`config.mk`:
```
export PLATFORM = sky130hd
export DESIGN_NAME = alu
export DESIGN_NICKNAME = d
export VERILOG_FILES = /design/src/rtl/alu_pkg.sv /design/src/rtl/alu_core.sv /design/src/rtl/alu.sv
export SDC_FILE = /design/constraint.sdc
export NUM_CORES = 1
export LEC_CHECK = 0
export CORE_UTILIZATION = 50
export CTS_BUF_LIST = sky130_fd_sc_hd__clkbuf_16
export CTS_CLUSTER_DIAMETER = 100
export DETAILED_ROUTE_END_ITERATION = 8
export PLACE_DENSITY = 0.87
export SYNTH_ARGS = -nofsm -noshare
export SYNTH_HDL_FRONTEND = slang
export SYNTH_SLANG_ARGS = --single-unit
export TNS_END_PERCENT = 1
```
`constraint.sdc`:
```
create_clock -name clk -period 10.65 [get_ports clk]
set_input_delay 2.13 -clock clk [delete_from_list [all_inputs] [get_ports clk]]
set_output_delay 2.13 -clock clk [all_outputs]
set_load 0.03 [all_outputs]
```
`src/rtl/alu_pkg.sv`:
```
`default_nettype none
// ============================================================================
//  Module      : alu_pkg
//  Description : Shared definitions for the MIPS ALU and its controller:
//                3-bit opcode encodings and the default datapath width.
//  Revision    : 1.0 - initial release
// ============================================================================
package alu_pkg;

    // Default operand/result width of the datapath.
    localparam int c_DEFAULT_WIDTH = 32;

    // ALUcontrol opcode encodings.
    localparam logic [2:0] ALU_AND  = 3'b000;
    localparam logic [2:0] ALU_OR   = 3'b001;
    localparam logic [2:0] ALU_ADD  = 3'b010;
    localparam logic [2:0] ALU_XOR  = 3'b011;
    localparam logic [2:0] ALU_NOR  = 3'b100;
    localparam logic [2:0] ALU_SLTU = 3'b101;
    localparam logic [2:0] ALU_SLT  = 3'b110;
    localparam logic [2:0] ALU_SUB  = 3'b111;

endpackage : alu_pkg
`default_nettype wire

```
`src/rtl/alu_core.sv`:
```
`default_nettype none
// ============================================================================
//  Module      : alu_core
//  Description : Combinational ALU datapath. One shared adder/subtractor
//                serves ADD, SUB, SLT and SLTU; logic ops are bitwise.
//  Revision    : 1.0 - initial release
//
//  Ports:
//    i_srca     [WIDTH-1:0]  operand A
//    i_srcb     [WIDTH-1:0]  operand B
//    i_op       [2:0]        opcode (alu_pkg ALU_*)
//    o_result   [WIDTH-1:0]  result word
//    o_zero                  1 when o_result is all zeros
//    o_overflow              signed overflow of ADD/SUB
//                            (present only with ALU_OVERFLOW_EN)
//
//  Configuration macro: ALU_OVERFLOW_EN
// ============================================================================
module alu_core
    import alu_pkg::*;
#(
    parameter int WIDTH = c_DEFAULT_WIDTH
) (
    input  logic [WIDTH-1:0] i_srca,
    input  logic [WIDTH-1:0] i_srcb,
    input  logic [2:0]       i_op,
    output logic [WIDTH-1:0] o_result,
    output logic             o_zero
`ifdef ALU_OVERFLOW_EN
    ,
    output logic             o_overflow
`endif
);

    logic             w_sub;
    logic [WIDTH-1:0] w_b_eff;
    logic [WIDTH:0]   w_sum;
    logic             w_ovf;
    logic             w_slt;
    logic             w_sltu;

    always_comb begin
        // Comparisons run through the subtractor: srca + ~srcb + 1.
        w_sub   = (i_op == ALU_SUB) || (i_op == ALU_SLT) || (i_op == ALU_SLTU);
        w_b_eff = w_sub ? ~i_srcb : i_srcb;
        w_sum   = {1'b0, i_srca} + {1'b0, w_b_eff} + {{WIDTH{1'b0}}, w_sub};

        // Signed overflow: both addends share a sign that the sum does not.
        w_ovf   = (i_srca[WIDTH-1] == w_b_eff[WIDTH-1]) &&
                  (w_sum[WIDTH-1] != i_srca[WIDTH-1]);

        // Sign of the difference corrected by overflow keeps SLT valid across
        // the sign boundary; a missing borrow (carry=1) means srca >= srcb.
        w_slt   = w_sum[WIDTH-1] ^ w_ovf;
        w_sltu  = ~w_sum[WIDTH];

        o_result = w_sum[WIDTH-1:0];
        case (i_op)
            ALU_AND:  o_result = i_srca & i_srcb;
            ALU_OR:   o_result = i_srca | i_srcb;
            ALU_ADD:  o_result = w_sum[WIDTH-1:0];
            ALU_XOR:  o_result = i_srca ^ i_srcb;
            ALU_NOR:  o_result = ~(i_srca | i_srcb);
            ALU_SLTU: o_result = {{(WIDTH-1){1'b0}}, w_sltu};
            ALU_SLT:  o_result = {{(WIDTH-1){1'b0}}, w_slt};
            ALU_SUB:  o_result = w_sum[WIDTH-1:0];
        endcase

        o_zero = (o_result == {WIDTH{1'b0}});
    end

`ifdef ALU_OVERFLOW_EN
    always_comb begin
        o_overflow = w_ovf && ((i_op == ALU_ADD) || (i_op == ALU_SUB));
    end
`endif

endmodule : alu_core
`default_nettype wire

```
`src/rtl/alu.sv`:
```
`default_nettype none
// ============================================================================
//  Module      : alu
//  Description : 32-bit integer ALU for the multi-cycle MIPS datapath.
//                Wraps alu_core with output registers (ALUOut stage);
//                results appear one clock after operands are presented.
//  Revision    : 1.0 - initial release
//
//  Ports:
//    clk         rising-edge clock
//    reset       synchronous active-high reset
//    srca        [WIDTH-1:0] operand A
//    srcb        [WIDTH-1:0] operand B
//    ALUcontrol  [2:0]       opcode (alu_pkg ALU_*)
//    out         [WIDTH-1:0] registered result
//    zero        registered flag, 1 when out is all zeros
//    overflow    registered ADD/SUB signed overflow
//                (present only with ALU_OVERFLOW_EN)
//
//  Configuration macro: ALU_OVERFLOW_EN
// ============================================================================
module alu
    import alu_pkg::*;
#(
    parameter int WIDTH = c_DEFAULT_WIDTH
) (
    input  logic             clk,
    input  logic             reset,
    input  logic [WIDTH-1:0] srca,
    input  logic [WIDTH-1:0] srcb,
    input  logic [2:0]       ALUcontrol,
    output logic [WIDTH-1:0] out,
    output logic             zero
`ifdef ALU_OVERFLOW_EN
    ,
    output logic             overflow
`endif
);

    logic [WIDTH-1:0] w_core_result;
    logic             w_core_zero;
    logic [WIDTH-1:0] w_out_d;
    logic             w_zero_d;
    logic [WIDTH-1:0] r_out_q;
    logic             r_zero_q;

`ifdef ALU_OVERFLOW_EN
    logic w_core_overflow;
    logic w_overflow_d;
    logic r_overflow_q;
`endif

    alu_core #(
        .WIDTH      (WIDTH)
    ) u_alu_core (
        .i_srca     (srca),
        .i_srcb     (srcb),
        .i_op       (ALUcontrol),
        .o_result   (w_core_result),
        .o_zero     (w_core_zero)
`ifdef ALU_OVERFLOW_EN
        ,
        .o_overflow (w_core_overflow)
`endif
    );

    always_comb begin
        w_out_d  = w_core_result;
        w_zero_d = w_core_zero;
    end

    // Reset value keeps zero consistent with out == 0.
    always_ff @(posedge clk) begin
        if (reset) begin
            r_out_q  <= {WIDTH{1'b0}};
            r_zero_q <= 1'b1;
        end else begin
            r_out_q  <= w_out_d;
            r_zero_q <= w_zero_d;
        end
    end

    assign out  = r_out_q;
    assign zero = r_zero_q;

`ifdef ALU_OVERFLOW_EN
    always_comb begin
        w_overflow_d = w_core_overflow;
    end

    always_ff @(posedge clk) begin
        if (reset) begin
            r_overflow_q <= 1'b0;
        end else begin
            r_overflow_q <= w_overflow_d;
        end
    end

    assign overflow = r_overflow_q;
`endif

endmodule : alu
`default_nettype wire

```
==> results.json <==
{
  "drt-initial-drc-count": 524,
  "end_kind": "flop",
  "worstMarginPinSlew_ns": 1.27,
  "coreArea_um2": 10800,
  "drc": 0,
  "vias_per_cell": 6.20,
  "initial_utilization": 0.513,
  "power_mw": 0.703,
  "multiInputGateArea_um2": 4360,
  "cts.repair.resized": 0,
  "firstDrtPassIters": 6,
  "gp_congestion": 0.979,
  "numCtsBuffers": 5,
  "path_clk_slew_ns": 0.06,
  "status": "completed",
  "cts_setup_buffers": 0,
  "synth.distinct_cells": 79,
  "p_int_mw": 0.397,
  "place_ws_ns": 3.90,
  "synth.top_cell.area_share": 0.219,
  "power_frac_clock": 0.206,
  "fin_ws_ns": 4.07,
  "synth-edff-count": 0,
  "synth_top_flop_cell": "dfxtp_1",
  "hpwl_um": 12100,
  "swShare": 0.435,
  "hold_path_class": "in2reg",
  "async_flop_share": 0,
  "grt_pass1_vias": 5467,
  "netlist_area_um2": 5540,
  "cts_htree_levels": 2,
  "grt_pass1_wl_um": 26500,
  "period_needed_ns": 6.58,
  "fin_tns_setup_ns": 0,
  "antenna_found_initial": 0,
  "clock_path_buffers": 2,
  "place_inst": 940,
  "die_h_um": 107,
  "cp-start-kind": "input pin",
  "fp.dieArea_um2": 11500,
  "rsz0062_at_grt": "false",
  "path_class": "in2reg",
  "final_core_util": 0.622,
  "avgRoutedWirePerCell_um": 17.1,
  "pin_count": 102,
  "cts_hold_buf": 0,
  "dpl_cell_area_um2": 6580,
  "synthCells": 728,
  "yosys_warnings": 0,
  "nFillCells": 948,
  "cp.required_ns": 10.84,
  "drv_slew": 0,
  "holdWs_ns": 2.66,
  "max_cap_viol_count": 0,
  "rows": 38,
  "grt.total_usage": 0.287,
  "yosysSeqAreaShare": 0.119,
  "fin_crit_sh": 0.618,
  "avgSynthCellArea_um2": 7.60,
  "grt_max_degree": 45,
  "io_buffer_count": 101,
  "max_slew_margin": 0.150,
  "clockRootBuffer": "clkbuf_16",
  "drive_gt1_frac": 0.0718,
  "ys_ff_latch": 33,
  "area_growth_pct": 21.4,
  "cts_tree": "done",
  "routed_wirelength_um": 16200,
  "seq_power_share": 0.199,
  "diodes": 0,
  "peakVddDrop_uv": 68.1,
  "max_freq_ghz": 0.152,
  "gr-total-overflow": 0,
  "p_leak_nw": 2.96,
  "synth_fp_nets": 895,
  "p_per_area_nw_per_um2": 105,
  "fin_cells": 948,
  "ant_nets": 0,
  "cts.sinks": 33,
  "fin_area_um2": 6720,
  "fin_nets": 974,
  "yosys.area.top_type": "ha_1",
  "p_sw_mw": 0.306,
  "die_w_um": 107,
  "vias": 5873,
  "hold_viol": 0,
  "cp_max_fo": 42,
  "regArea_um2": 661,
  "setup_viol": 0,
  "synthTopCellsByArea": "ha_1, dfxtp_1, xnor2_1",
  "pwr-share-comb": 0.595,
  "cp.arrival_ns": 6.78
}
==> cells by family (layout without fill, tap and decap cells) <==
group / after synthesis / count (layout) / synth area share
AO/OA/AOI/OAI: 208 / 208 / 0.259
XOR/XNOR: 47 / 47 / 0.0744
adder cells (fa/ha/maj): 98 / 98 / 0.223
buffers and inverters: 119 / 199 / 0.0943
flip-flops: 33 / 33 / 0.119
multiplexers: 25 / 25 / 0.0486
AND/OR/NAND/NOR: 198 / 198 / 0.181
==> worst max-delay path, cell delays in order <==
cell,delay [ns]
clkdlybuf4s50_1,0.42
buf_4,0.28
o21ai_4,0.18
buf_4,0.50
xnor2_1,0.14
ha_1,0.36
nand2_1,0.07
o31a_1,0.33
a211o_1,0.37
a2111oi_0,0.72
nor3_1,0.12
xor2_1,0.16
o221ai_1,0.18
a2111oi_2,0.42
nand4b_1,0.16
o41ai_2,0.22
==> layer usage <==
| layer | global-route usage | vias up | wire, um |
|---|---|---|---|
| met4 | 0.130 | 0 | 601 |
| met5 | 0 | - | 0 |
| li1 | - | 2761 | - |
| met1 | 0.376 | 2697 | 6840 |
| met2 | 0.465 | 353 | 7240 |
| met3 | 0.0419 | 62 | 1500 |
==> state kept, by name, summed over array words and instances, names as in the netlist <==
name,cells
out,32
zero,1
==> cell usage in the layout (no fill, tap or decap), types with 9 or more instances in the layout <==
cell type / synthesis / final
nand4_1: 11 / 11
a21oi_1: 54 / 54
nor2b_1: 12 / 12
inv_1: 82 / 82
o22ai_1: 10 / 10
clkdlybuf4s50_1: 0 / 101
nor3_1: 15 / 15
a21o_1: 9 / 9
a31oi_1: 10 / 10
a211oi_1: 16 / 16
ha_1: 97 / 97
mux2i_1: 10 / 10
xnor2_1: 42 / 42
nand2_1: 41 / 41
o21ai_0: 36 / 36
nor2_1: 60 / 60
mux2_2: 15 / 15
nand3_1: 9 / 9
dfxtp_1: 33 / 33
==> path summary, 6_finish.rpt <==
kind                       from                  to  slack, ns  cells after the start
hold / removal            reset  out[19]$_SDFF_PP0_       2.66                      3
setup / recovery  ALUcontrol[1]     zero$_SDFF_PP1_       4.07                     16
==> area by class of cell <==
class	count	share of cell area
clock buffer	5	0.0186
clock inverter	3	0.00261
inverter	82	0.0458
multi-input combinational	576	0.649
sequential	33	0.0983
tap	140	0.0261
timing repair buffer	109	0.159
==> synthesized netlist by cell type (all sizes together), types with 11 or more instances <==
library cell,count
ha,97
inv,82
nor2,60
a21oi,59
xnor2,42
nand2,41
o21ai,39
dfxtp,33
buf,19
clkbuf,18
a211oi,17
mux2,15
nor3,15
nor2b,12
nand4,11
==> power groups by stage <==
stage	combinational, mW	clock [mW]	sequential, mW
finish	0.418	0.145	0.140
global route	0.453	0.153	0.141
CTS	0.408	0.146	0.140
detailed placement	0.405	0	0.143
global placement	0.401	0	0.143
floorplan	0.257	0	0.170
(Power assumes the default switching activity.)
